===== src/rtl/cpu_pkg.sv =====
// Shared opcode encodings, control-step states and strobe bundle for the single-bus CPU.
// Build option CU_MULDIV_EN enables the mul/div control sequence; otherwise those opcodes behave as nop.
package cpu_pkg;

    typedef logic [4:0] opcode_t;

    localparam opcode_t OP_LD   = 5'b00000;
    localparam opcode_t OP_LDI  = 5'b00001;
    localparam opcode_t OP_ST   = 5'b00010;
    localparam opcode_t OP_ADD  = 5'b00011;
    localparam opcode_t OP_SUB  = 5'b00100;
    localparam opcode_t OP_AND  = 5'b00101;
    localparam opcode_t OP_OR   = 5'b00110;
    localparam opcode_t OP_ROR  = 5'b00111;
    localparam opcode_t OP_ROL  = 5'b01000;
    localparam opcode_t OP_SHR  = 5'b01001;
    localparam opcode_t OP_SHRA = 5'b01010;
    localparam opcode_t OP_SHL  = 5'b01011;
    localparam opcode_t OP_ADDI = 5'b01100;
    localparam opcode_t OP_ANDI = 5'b01101;
    localparam opcode_t OP_ORI  = 5'b01110;
    localparam opcode_t OP_DIV  = 5'b01111;
    localparam opcode_t OP_MUL  = 5'b10000;
    localparam opcode_t OP_NEG  = 5'b10001;
    localparam opcode_t OP_NOT  = 5'b10010;
    localparam opcode_t OP_BR   = 5'b10011;
    localparam opcode_t OP_JR   = 5'b10101;
    localparam opcode_t OP_IN   = 5'b10110;
    localparam opcode_t OP_OUT  = 5'b10111;
    localparam opcode_t OP_MFLO = 5'b11000;
    localparam opcode_t OP_MFHI = 5'b11001;
    localparam opcode_t OP_NOP  = 5'b11010;
    localparam opcode_t OP_HALT = 5'b11011;

`ifdef CU_MULDIV_EN
    localparam bit MULDIV_EN = 1'b1;
`else
    localparam bit MULDIV_EN = 1'b0;
`endif

    typedef enum logic [3:0] {
        RST, PARK, T0, T1, T2, T3, T4, T5, T6, T7, HALT
    } cu_state_t;

    typedef struct packed {
        logic HIin;
        logic LOin;
        logic PCin;
        logic MDRin;
        logic Zin;
        logic Yin;
        logic MARin;
        logic IRin;
        logic CONin;
        logic OUTPORTin;
        logic HIout;
        logic LOout;
        logic ZHIout;
        logic ZLOout;
        logic PCout;
        logic MDRout;
        logic INPORTout;
        logic Yout;
        logic Cout;
        logic Gra;
        logic Grb;
        logic Grc;
        logic Rin;
        logic Rout;
        logic BAout;
        logic Read;
        logic write;
        logic IncPC;
        logic Run;
    } cu_strobes_t;

    function automatic logic is_alu(opcode_t op);
        return (op >= OP_ADD) && (op <= OP_SHL);
    endfunction

    function automatic logic is_imm(opcode_t op);
        return (op >= OP_ADDI) && (op <= OP_ORI);
    endfunction

    function automatic logic is_mem(opcode_t op);
        return (op == OP_LD) || (op == OP_LDI) || (op == OP_ST);
    endfunction

    function automatic logic is_muldiv(opcode_t op);
        return MULDIV_EN && ((op == OP_MUL) || (op == OP_DIV));
    endfunction

    // Final control step of each instruction class; anything unlisted ends after fetch.
    function automatic cu_state_t last_step(opcode_t op);
        if (op == OP_LD || op == OP_ST)                  return T7;
        if (op == OP_BR || is_muldiv(op))                return T6;
        if (is_alu(op) || is_imm(op) || op == OP_LDI)    return T5;
        if (op == OP_NEG || op == OP_NOT)                return T4;
        if (op == OP_JR || op == OP_IN || op == OP_OUT ||
            op == OP_MFHI || op == OP_MFLO)              return T3;
        return T2;
    endfunction

    function automatic cu_state_t next_step(cu_state_t s);
        case (s)
            T0:      return T1;
            T1:      return T2;
            T2:      return T3;
            T3:      return T4;
            T4:      return T5;
            T5:      return T6;
            T6:      return T7;
            default: return T0;
        endcase
    endfunction

endpackage


===== src/rtl/control_unit_if.sv =====
// Control bundle between the control unit (master) and the datapath (slave).
interface control_unit_if;
    logic [31:0] IR;
    logic CON, Stop;
    logic HIin, LOin, PCin, MDRin, Zin, Yin, MARin, IRin, CONin, OUTPORTin;
    logic HIout, LOout, ZHIout, ZLOout, PCout, MDRout, INPORTout, Yout, Cout, OUTPORTout;
    logic Gra, Grb, Grc, Rin, Rout, BAout;
    logic Read, write, IncPC, Run;

    modport master (
        input  IR, CON, Stop,
        output HIin, LOin, PCin, MDRin, Zin, Yin, MARin, IRin, CONin, OUTPORTin,
        output HIout, LOout, ZHIout, ZLOout, PCout, MDRout, INPORTout, Yout, Cout, OUTPORTout,
        output Gra, Grb, Grc, Rin, Rout, BAout,
        output Read, write, IncPC, Run
    );

    modport slave (
        output IR, CON, Stop,
        input  HIin, LOin, PCin, MDRin, Zin, Yin, MARin, IRin, CONin, OUTPORTin,
        input  HIout, LOout, ZHIout, ZLOout, PCout, MDRout, INPORTout, Yout, Cout, OUTPORTout,
        input  Gra, Grb, Grc, Rin, Rout, BAout,
        input  Read, write, IncPC, Run
    );
endinterface


===== src/rtl/cu_step_decode.sv =====
// Combinational strobe decode from (control step, opcode, CON) for the single-bus datapath.
module cu_step_decode
    import cpu_pkg::*;
(
    input  cu_state_t   state,
    input  opcode_t     op,
    input  logic        con,
    output cu_strobes_t strobes
);

    always_comb begin
        strobes     = '0;
        strobes.Run = !(state inside {RST, PARK, HALT});
        case (state)
            T0: begin strobes.PCout = 1'b1; strobes.MARin = 1'b1; end
            T1: begin
                strobes.Read = 1'b1; strobes.MDRin = 1'b1;
                strobes.PCin = 1'b1; strobes.IncPC = 1'b1;
            end
            T2: begin strobes.MDRout = 1'b1; strobes.IRin = 1'b1; end
            T3: begin
                if (is_mem(op)) begin
                    strobes.Grb = 1'b1; strobes.BAout = 1'b1; strobes.Yin = 1'b1;
                end else if (is_alu(op) || is_imm(op)) begin
                    strobes.Grb = 1'b1; strobes.Rout = 1'b1; strobes.Yin = 1'b1;
                end else if (op == OP_NEG || op == OP_NOT) begin
                    strobes.Grb = 1'b1; strobes.Rout = 1'b1; strobes.Zin = 1'b1;
                end else if (is_muldiv(op)) begin
                    strobes.Gra = 1'b1; strobes.Rout = 1'b1; strobes.Yin = 1'b1;
                end else if (op == OP_BR) begin
                    strobes.Gra = 1'b1; strobes.Rout = 1'b1; strobes.CONin = 1'b1;
                end else if (op == OP_JR) begin
                    strobes.Gra = 1'b1; strobes.Rout = 1'b1; strobes.PCin = 1'b1;
                end else if (op == OP_IN) begin
                    strobes.INPORTout = 1'b1; strobes.Gra = 1'b1; strobes.Rin = 1'b1;
                end else if (op == OP_OUT) begin
                    strobes.Gra = 1'b1; strobes.Rout = 1'b1; strobes.OUTPORTin = 1'b1;
                end else if (op == OP_MFHI) begin
                    strobes.HIout = 1'b1; strobes.Gra = 1'b1; strobes.Rin = 1'b1;
                end else if (op == OP_MFLO) begin
                    strobes.LOout = 1'b1; strobes.Gra = 1'b1; strobes.Rin = 1'b1;
                end
            end
            T4: begin
                if (is_mem(op) || is_imm(op)) begin
                    strobes.Cout = 1'b1; strobes.Zin = 1'b1;
                end else if (is_alu(op)) begin
                    strobes.Grc = 1'b1; strobes.Rout = 1'b1; strobes.Zin = 1'b1;
                end else if (op == OP_NEG || op == OP_NOT) begin
                    strobes.ZLOout = 1'b1; strobes.Gra = 1'b1; strobes.Rin = 1'b1;
                end else if (is_muldiv(op)) begin
                    strobes.Grb = 1'b1; strobes.Rout = 1'b1; strobes.Zin = 1'b1;
                end else if (op == OP_BR) begin
                    strobes.PCout = 1'b1; strobes.Yin = 1'b1;
                end
            end
            T5: begin
                if (is_alu(op) || is_imm(op) || op == OP_LDI) begin
                    strobes.ZLOout = 1'b1; strobes.Gra = 1'b1; strobes.Rin = 1'b1;
                end else if (op == OP_LD || op == OP_ST) begin
                    strobes.ZLOout = 1'b1; strobes.MARin = 1'b1;
                end else if (is_muldiv(op)) begin
                    strobes.ZLOout = 1'b1; strobes.LOin = 1'b1;
                end else if (op == OP_BR) begin
                    strobes.Cout = 1'b1; strobes.Zin = 1'b1;
                end
            end
            T6: begin
                if (op == OP_LD) begin
                    strobes.Read = 1'b1; strobes.MDRin = 1'b1;
                end else if (op == OP_ST) begin
                    strobes.Gra = 1'b1; strobes.Rout = 1'b1; strobes.MDRin = 1'b1;
                end else if (is_muldiv(op)) begin
                    strobes.ZHIout = 1'b1; strobes.HIin = 1'b1;
                end else if (op == OP_BR && con) begin
                    // Branch target already sits in Z; CON was latched at T3.
                    strobes.ZLOout = 1'b1; strobes.PCin = 1'b1;
                end
            end
            T7: begin
                if (op == OP_LD) begin
                    strobes.MDRout = 1'b1; strobes.Gra = 1'b1; strobes.Rin = 1'b1;
                end else if (op == OP_ST) begin
                    strobes.write = 1'b1;
                end
            end
            default: ;
        endcase
    end

endmodule


===== src/rtl/control_unit.sv =====
// Hardwired Moore control unit: step register, next-step sequencing and strobe fan-out.
// mul/div sequencing is present only when CU_MULDIV_EN is defined (see cpu_pkg).
module control_unit
    import cpu_pkg::*;
(
    input  logic            Clock,
    input  logic            Reset,
    control_unit_if.master  cu
);

    cu_state_t   state, state_nx;
    cu_strobes_t dec, st;
    opcode_t     op;
    logic        unused_ir;

    assign op        = cu.IR[31:27];
    assign unused_ir = ^cu.IR[26:0];

    always_ff @(posedge Clock) begin
        if (Reset) state <= RST;
        else       state <= state_nx;
    end

    // Stop is only honoured between instructions, never mid-sequence.
    always_comb begin
        state_nx = state;
        case (state)
            RST, PARK: state_nx = cu.Stop ? PARK : T0;
            HALT:      state_nx = HALT;
            default: begin
                if (state == T2 && op == OP_HALT)  state_nx = HALT;
                else if (state == last_step(op))   state_nx = cu.Stop ? PARK : T0;
                else                               state_nx = next_step(state);
            end
        endcase
    end

    cu_step_decode u_decode (
        .state   (state),
        .op      (op),
        .con     (cu.CON),
        .strobes (dec)
    );

    // Reset forces every output low in the same cycle, so an aborted store cannot write.
    assign st = Reset ? '0 : dec;

    assign cu.HIin       = st.HIin;
    assign cu.LOin       = st.LOin;
    assign cu.PCin       = st.PCin;
    assign cu.MDRin      = st.MDRin;
    assign cu.Zin        = st.Zin;
    assign cu.Yin        = st.Yin;
    assign cu.MARin      = st.MARin;
    assign cu.IRin       = st.IRin;
    assign cu.CONin      = st.CONin;
    assign cu.OUTPORTin  = st.OUTPORTin;
    assign cu.HIout      = st.HIout;
    assign cu.LOout      = st.LOout;
    assign cu.ZHIout     = st.ZHIout;
    assign cu.ZLOout     = st.ZLOout;
    assign cu.PCout      = st.PCout;
    assign cu.MDRout     = st.MDRout;
    assign cu.INPORTout  = st.INPORTout;
    assign cu.Yout       = st.Yout;
    assign cu.Cout       = st.Cout;
    assign cu.OUTPORTout = 1'b0;
    assign cu.Gra        = st.Gra;
    assign cu.Grb        = st.Grb;
    assign cu.Grc        = st.Grc;
    assign cu.Rin        = st.Rin;
    assign cu.Rout       = st.Rout;
    assign cu.BAout      = st.BAout;
    assign cu.Read       = st.Read;
    assign cu.write      = st.write;
    assign cu.IncPC      = st.IncPC;
    assign cu.Run        = st.Run;

endmodule


===== src/flat_wrapper.sv =====
// flat-port wrapper written by rule: the top's interface ports become plain ports
module control_unit_flat import cpu_pkg::*;
  (Clock, Reset, cu_IR, cu_CON, cu_Stop, cu_HIin, cu_LOin, cu_PCin, cu_MDRin, cu_Zin, cu_Yin, cu_MARin, cu_IRin, cu_CONin, cu_OUTPORTin, cu_HIout, cu_LOout, cu_ZHIout, cu_ZLOout, cu_PCout, cu_MDRout, cu_INPORTout, cu_Yout, cu_Cout, cu_OUTPORTout, cu_Gra, cu_Grb, cu_Grc, cu_Rin, cu_Rout, cu_BAout, cu_Read, cu_write, cu_IncPC, cu_Run);
  control_unit_if cu_i ();
  input  logic Clock;
  input  logic Reset;
  input wire logic [$bits(cu_i.IR)-1:0] cu_IR;
  input wire logic [$bits(cu_i.CON)-1:0] cu_CON;
  input wire logic [$bits(cu_i.Stop)-1:0] cu_Stop;
  output wire logic [$bits(cu_i.HIin)-1:0] cu_HIin;
  output wire logic [$bits(cu_i.LOin)-1:0] cu_LOin;
  output wire logic [$bits(cu_i.PCin)-1:0] cu_PCin;
  output wire logic [$bits(cu_i.MDRin)-1:0] cu_MDRin;
  output wire logic [$bits(cu_i.Zin)-1:0] cu_Zin;
  output wire logic [$bits(cu_i.Yin)-1:0] cu_Yin;
  output wire logic [$bits(cu_i.MARin)-1:0] cu_MARin;
  output wire logic [$bits(cu_i.IRin)-1:0] cu_IRin;
  output wire logic [$bits(cu_i.CONin)-1:0] cu_CONin;
  output wire logic [$bits(cu_i.OUTPORTin)-1:0] cu_OUTPORTin;
  output wire logic [$bits(cu_i.HIout)-1:0] cu_HIout;
  output wire logic [$bits(cu_i.LOout)-1:0] cu_LOout;
  output wire logic [$bits(cu_i.ZHIout)-1:0] cu_ZHIout;
  output wire logic [$bits(cu_i.ZLOout)-1:0] cu_ZLOout;
  output wire logic [$bits(cu_i.PCout)-1:0] cu_PCout;
  output wire logic [$bits(cu_i.MDRout)-1:0] cu_MDRout;
  output wire logic [$bits(cu_i.INPORTout)-1:0] cu_INPORTout;
  output wire logic [$bits(cu_i.Yout)-1:0] cu_Yout;
  output wire logic [$bits(cu_i.Cout)-1:0] cu_Cout;
  output wire logic [$bits(cu_i.OUTPORTout)-1:0] cu_OUTPORTout;
  output wire logic [$bits(cu_i.Gra)-1:0] cu_Gra;
  output wire logic [$bits(cu_i.Grb)-1:0] cu_Grb;
  output wire logic [$bits(cu_i.Grc)-1:0] cu_Grc;
  output wire logic [$bits(cu_i.Rin)-1:0] cu_Rin;
  output wire logic [$bits(cu_i.Rout)-1:0] cu_Rout;
  output wire logic [$bits(cu_i.BAout)-1:0] cu_BAout;
  output wire logic [$bits(cu_i.Read)-1:0] cu_Read;
  output wire logic [$bits(cu_i.write)-1:0] cu_write;
  output wire logic [$bits(cu_i.IncPC)-1:0] cu_IncPC;
  output wire logic [$bits(cu_i.Run)-1:0] cu_Run;
  assign cu_i.IR = cu_IR;
  assign cu_i.CON = cu_CON;
  assign cu_i.Stop = cu_Stop;
  assign cu_HIin = cu_i.HIin;
  assign cu_LOin = cu_i.LOin;
  assign cu_PCin = cu_i.PCin;
  assign cu_MDRin = cu_i.MDRin;
  assign cu_Zin = cu_i.Zin;
  assign cu_Yin = cu_i.Yin;
  assign cu_MARin = cu_i.MARin;
  assign cu_IRin = cu_i.IRin;
  assign cu_CONin = cu_i.CONin;
  assign cu_OUTPORTin = cu_i.OUTPORTin;
  assign cu_HIout = cu_i.HIout;
  assign cu_LOout = cu_i.LOout;
  assign cu_ZHIout = cu_i.ZHIout;
  assign cu_ZLOout = cu_i.ZLOout;
  assign cu_PCout = cu_i.PCout;
  assign cu_MDRout = cu_i.MDRout;
  assign cu_INPORTout = cu_i.INPORTout;
  assign cu_Yout = cu_i.Yout;
  assign cu_Cout = cu_i.Cout;
  assign cu_OUTPORTout = cu_i.OUTPORTout;
  assign cu_Gra = cu_i.Gra;
  assign cu_Grb = cu_i.Grb;
  assign cu_Grc = cu_i.Grc;
  assign cu_Rin = cu_i.Rin;
  assign cu_Rout = cu_i.Rout;
  assign cu_BAout = cu_i.BAout;
  assign cu_Read = cu_i.Read;
  assign cu_write = cu_i.write;
  assign cu_IncPC = cu_i.IncPC;
  assign cu_Run = cu_i.Run;
  control_unit u_core (.Clock(Clock), .Reset(Reset), .cu(cu_i));
endmodule

===== config.mk =====
export PLATFORM = sky130hd
export DESIGN_NAME = control_unit_flat
export DESIGN_NICKNAME = d
export VERILOG_FILES = /design/src/rtl/cpu_pkg.sv /design/src/rtl/control_unit_if.sv /design/src/rtl/cu_step_decode.sv /design/src/rtl/control_unit.sv /design/src/flat_wrapper.sv
export SDC_FILE = /design/constraint.sdc
export NUM_CORES = 1
export LEC_CHECK = 0
export ABC_AREA = 1
export BUFFER_PORTS_ARGS = -buffer_cell sky130_fd_sc_hd__buf_2
export CAP_MARGIN = 10
export CORE_MARGIN = 2
export CORE_UTILIZATION = 35
export CTS_CLUSTER_DIAMETER = 120
export DETAILED_ROUTE_END_ITERATION = 16
export GPL_ROUTABILITY_DRIVEN = 0
export HOLD_SLACK_MARGIN = 0.05
export PLACE_DENSITY = 0.76
export SLEW_MARGIN = 40
export SYNTH_ARGS = -nofsm -noshare
export SYNTH_HDL_FRONTEND = slang
export SYNTH_SLANG_ARGS = --single-unit
export TNS_END_PERCENT = 20

===== constraint.sdc =====
create_clock -name Clock -period 2 [get_ports Clock]
set_clock_uncertainty 0.2 [all_clocks]
set_input_delay 0.4 -clock Clock [delete_from_list [all_inputs] [get_ports Clock]]
set_output_delay 0.4 -clock Clock [all_outputs]
set_load 0.01 [all_outputs]

After elaboration in Yosys (flattened, before gate mapping)
Cells that the tools add are included.

Output and inout bits: 30. Input bits: 36. Logic and storage cells: 185. Flip-flop bits (word level): 4.

Reduce and logical (&&, ||, !) cells: 21. Mux-type cells: 137. Order comparisons: 4. Equal/unequal tests: 22.

Operators by type and width (number): 1-bit 2-to-1 mux (92); 4-bit 2-to-1 mux (20); 5-bit equality test (second input constant) (9); 4-bit case mux with 7 select lines (1); 27-bit 2-to-1 mux (1); 4-bit by 3-bit equality test with 1-bit output (second input constant) (4); 1-bit case mux with 2 select lines (7); 4-bit equality test (second input constant) (3); 3-bit 2-to-1 mux (4); 1-bit case mux with 3 select lines (4); 1-bit logical OR (11); 5-bit by 4-bit <= comparator with 1-bit output (second input constant) (2); 2-bit 2-to-1 mux (5); 4-bit by 2-bit equality test with 1-bit output (second input constant) (2); 4-bit case mux with 2 select lines (1); 5-bit by 1-bit equality test with 1-bit output (second input constant) (1); 5-bit by 2-bit equality test with 1-bit output (second input constant) (1); 5-bit by 2-bit >= comparator with 1-bit output (second input constant) (1); 5-bit by 4-bit >= comparator with 1-bit output (second input constant) (1); 5-bit logical NOT (1); 1-bit case mux with 5 select lines (1); 4-bit by 1-bit equality test with 1-bit output (second input constant) (1); 4-bit equality test (1); 1-bit logical AND (4); 6 further kinds (6).

Depth between registers and ports, before layout
Word-level depth: 34. Depth in mapped cells: 14. Depth with buffers taken out: 14.

Cells and area by module
A second synthesis with hierarchy kept.

Cells, all modules: 272. Area total of the unflattened synthesis: 1308.8 sq um.

By module, submodules not included: control_unit (area an instance 768.2 sq um, seq. area each 80.1 sq um, times used 1, cells an instance 157); cu_step_decode (area an instance 540.5 sq um, seq. area each 0.0 sq um, times used 1, cells an instance 115).

Least setup slack after synthesis
No wires, ideal clock.

Kind: reg2out. Start: reg u_core.state[1]. End: out cu_Gra. Path buffers: 1. Slack: 0.007 ns. Required time: 1.400 ns. Arrival: 1.393 ns. Cell stages (with the launch flop): 8. Path through: dfxtp_1 clkbuf_1 nand2_1 nor2_1 inv_1 o221ai_1 a211oi_1 nor2_1.

Word-level cells in the longest chain between the ends: 3. Elaborated cells between the ends (all ways): 7. Those cells by class: eq/ne: 5; mux: 2.

Ends and longest elaborated chain: from (decl) (RTL line control_unit.sv:11) `cu_state_t state, state_nx;`; from (signal assigned) (RTL line control_unit.sv:21) `else state <= state_nx;`; 4-bit equality test or 4-bit by 3-bit equality test with 1-bit output (tied branches) (RTL line cu_step_decode.sv:14) `case (state)`; 1-bit case mux with 5 select lines * (RTL line cu_step_decode.sv:14); 27-bit 2-to-1 mux * (RTL line control_unit.sv:46) `assign st = Reset ? '0 : dec;`; to (decl) (RTL line flat_wrapper.sv:30) `output wire logic [$bits(cu_i.Gra)-1:0] cu_Gra;`.

Mark *: on every way between the ends. The rest lies on a longest branch, timed or not.

Final worst setup path
Start: reg u_core.state[3]. End: out cu_HIout.

Word-level cells in the longest chain between the ends: 3.

Ends and longest elaborated chain: 4-bit by 3-bit equality test with 1-bit output (RTL line cu_step_decode.sv:14); 4-bit 2-to-1 mux (RTL line cu_step_decode.sv:14); 27-bit 2-to-1 mux (RTL line control_unit.sv:46); to (decl) (RTL line flat_wrapper.sv:20) `output wire logic [$bits(cu_i.HIout)-1:0] cu_HIout;`.

No other way between the ends.

==> flow_summary.ini <==
[layout]
multiInputGateArea_um2 = 846
drive_above_1_share_pct = 59.2
mostFrequentLayoutCell = buf_4
fin_util_pct = 70.9
seqCellArea_um2 = 90.1
synthToLayoutAreaGrowth_pct = 94.4
largest_register_ff_count = 4
layout_common_cells = buf_4, buf_2, nand2_1
top_register = u_core.state
largestRegisters = u_core.state: 4 flops
n_fill_cell = 187
antennaDiodeCount = 0
finalNetCount = 303
design_area_mm2 = 0.00174

[timing]
holdWs_ns = 0.313
setup_viol = 21
grt_setup_unrepaired = true
final.setup.worst_slack_ns = -0.166
slew_viol_final = 0
min_period_over_period_pct = 108
fmax_mhz = 462
fin_crit_ns = 2.17
timing_hold_violations_final = 0

[synth]
synthDistinctLibCells = 25
synthTopCellsByArea = inv_1, nor2_1, nand2_1, nand3_1, dfxtp_1
avgSynthCellArea_um2 = 4.98
netlist_instances = 180
synth_area_um2 = 896
yosysSeqAreaShare_pct = 8.94
synth_top_area_cell = inv_1
ys_ff_latch = 4
yosys_warnings = 0
synth_top_area_share_pct = 15.5

[global_routing]
grt_max_degree = 20
grt_usage_pct = 25.5
grt_antenna_before_repair = 0
first_global_vias = 1326
grt_pass1_wl_mm = 5.69
grt-ovfl-total = 0

[clock_network]
clkSinkCount = 4
cts_tree = done
cts_buffers = 3
root_buffer = clkbuf_4
cts_buffer_depth = 2
ctsHoldBuffers = 0
path_clk_slew_ns = 0.04
clock_latency_ns = 0.23
h-tree-depth = 1

[routing]
num_vias = 1512
drt_iter0_markers = 28
dr_wl_met2_mm = 2.05
avgRoutedWirePerCell_um = 13.2
drtPass1Iterations = 4
drc = 0
route.met3.wl_um = 228
drt-met1-wl_mm = 1.53
top_layer_used = met4
ant_nets = 0
routed_wl_mm = 3.90
avgViaCountPerCell = 5.13

[hold_path]
hp-class = primary input to flop

[critical_path]
required_ns = 1.40
critical_path_buf_inv_count = 3
slowest_stage = dfxtp_4
path_common_cell = nor2_4
cp-start-kind = flop
crit_path_end_kind = output pin
worstPathArrival_ns = 1.57
worstPathMaxFanout = 4
crit_family = simple AND/OR/NAND/NOR gates
slowest_delay_ns = 0.36
crit_type = flop to output pin
crit_path_cell_trace = nor2_4, inv_4, nor2_4, inv_2, nor2_4, nand3_2, nor3_1, buf_2

[floorplan]
die_width_um = 54.6
rows = 18
dieHeight_um = 54.6
dieArea_mm2 = 0.00298
io-pin-count = 66
start_util_pct = 36.5
coreArea_mm2 = 0.00245

[status]
status = finished with violations
violations = negative setup slack

[power_and_ir_drop]
ir_worst_vdd_uv = 531
cellPowerDensity_mw_per_mm2 = 407
leakage_nw = 0.930

[run]
max-cap-violations = 0

[placed_design]
dp_hpwl_mm = 2.57
place_area_mm2 = 0.00138
portBuffers = 33
-- power by group --
group          switching, W  internal, W  total (W)
clock network     0.0000289    0.0000668  0.0000958
registers         0.0000242    0.0000985   0.000123
logic              0.000284     0.000208   0.000491
-- final timing paths --
| path | to | slack (ns) | from | cells after the start |
|---|---|---|---|---|
| max | cu_HIout | -0.17 | u_core.state[3]$_SDFF_PP0_ | 8 |
| min | u_core.state[0]$_SDFF_PP0_ | 0.31 | cu_Stop | 3 |
| max reg2reg | u_core.state[1]$_SDFF_PP0_ | 0.09 | u_core.state[2]$_SDFF_PP0_ | 13 |
| min reg2reg | u_core.state[0]$_SDFF_PP0_ | 0.45 | u_core.state[3]$_SDFF_PP0_ | 3 |
-- what timing repair did --
item | CTS | global route
buffers inserted | 10 | 1
resized for setup | 58 | 29
pin swaps | 17 | 9
setup endpoints to repair | 23 | 27
-- kinds of logic after synthesis --
family / Yosys count / share of synthesized area [%]
DFF: 4 / 8.94
other: 1 / 0.419
AOI/OAI and AO/OA: 23 / 14.9
buffers and inverters: 47 / 21.8
and+or+nand+nor: 105 / 53.9
-- area by class of cell --
type                       instances  area share, %
clock buffer                       3           1.29
inverter                          39           8.55
multi-input combinational        133           48.6
sequential                         4           5.17
tap                               30           2.16
timing repair buffer              86           34.3
-- synthesized netlist by cell type --
| library cell | n |
|---|---|
| a211oi_1 | 1 |
| a21oi_1 | 9 |
| a31oi_1 | 1 |
| a41oi_1 | 1 |
| buf_4 | 5 |
| clkbuf_1 | 3 |
| conb_1 | 1 |
| dfxtp_1 | 4 |
| inv_1 | 37 |
| inv_2 | 2 |
| nand2_1 | 27 |
| nand2_2 | 5 |
| nand3_1 | 18 |
| nand3_2 | 1 |
| nand4_1 | 6 |
| nor2_1 | 37 |
| nor2_2 | 2 |
| nor2_4 | 2 |
| nor3_1 | 4 |
| nor4_1 | 3 |
| o211ai_1 | 1 |
| o21ai_0 | 5 |
| o21ai_1 | 2 |
| o221ai_1 | 2 |
| o22ai_1 | 1 |
-- routing by layer --
metal	global-route usage (%)	vias to the layer above
met1	30.9	698
met3	3.28	13
li1	-	738
met2	48.0	63
met4	3.75	0
met5	0	-
-- worst reg2reg max path, cell delays in order (launching register included) --
cell     delay [ns]
dfxtp_2        0.32
inv_2          0.07
nor2_4         0.05
buf_4          0.12
buf_4          0.12
buf_4          0.12
buf_4          0.12
buf_4          0.12
o21ai_2        0.13
nor2_2         0.06
nand3_1        0.11
nand3_1        0.11
nand2_1        0.10
nor2_1         0.04
-- per-stage QoR --
step                      TNS (ns)  cells  power, W  setup slack [ns]
after floorplan                  0    184  0.000316           0.00681
after global placement       -1.29    281  0.000448            -0.153
after detailed placement     -1.69    281  0.000457            -0.200
after CTS                    -1.23    294  0.000649            -0.120
after global routing         -3.14    295  0.000759            -0.216
final                        -1.60    295  0.000710            -0.166
No activity file was read; power rests on OpenSTA's default activity.
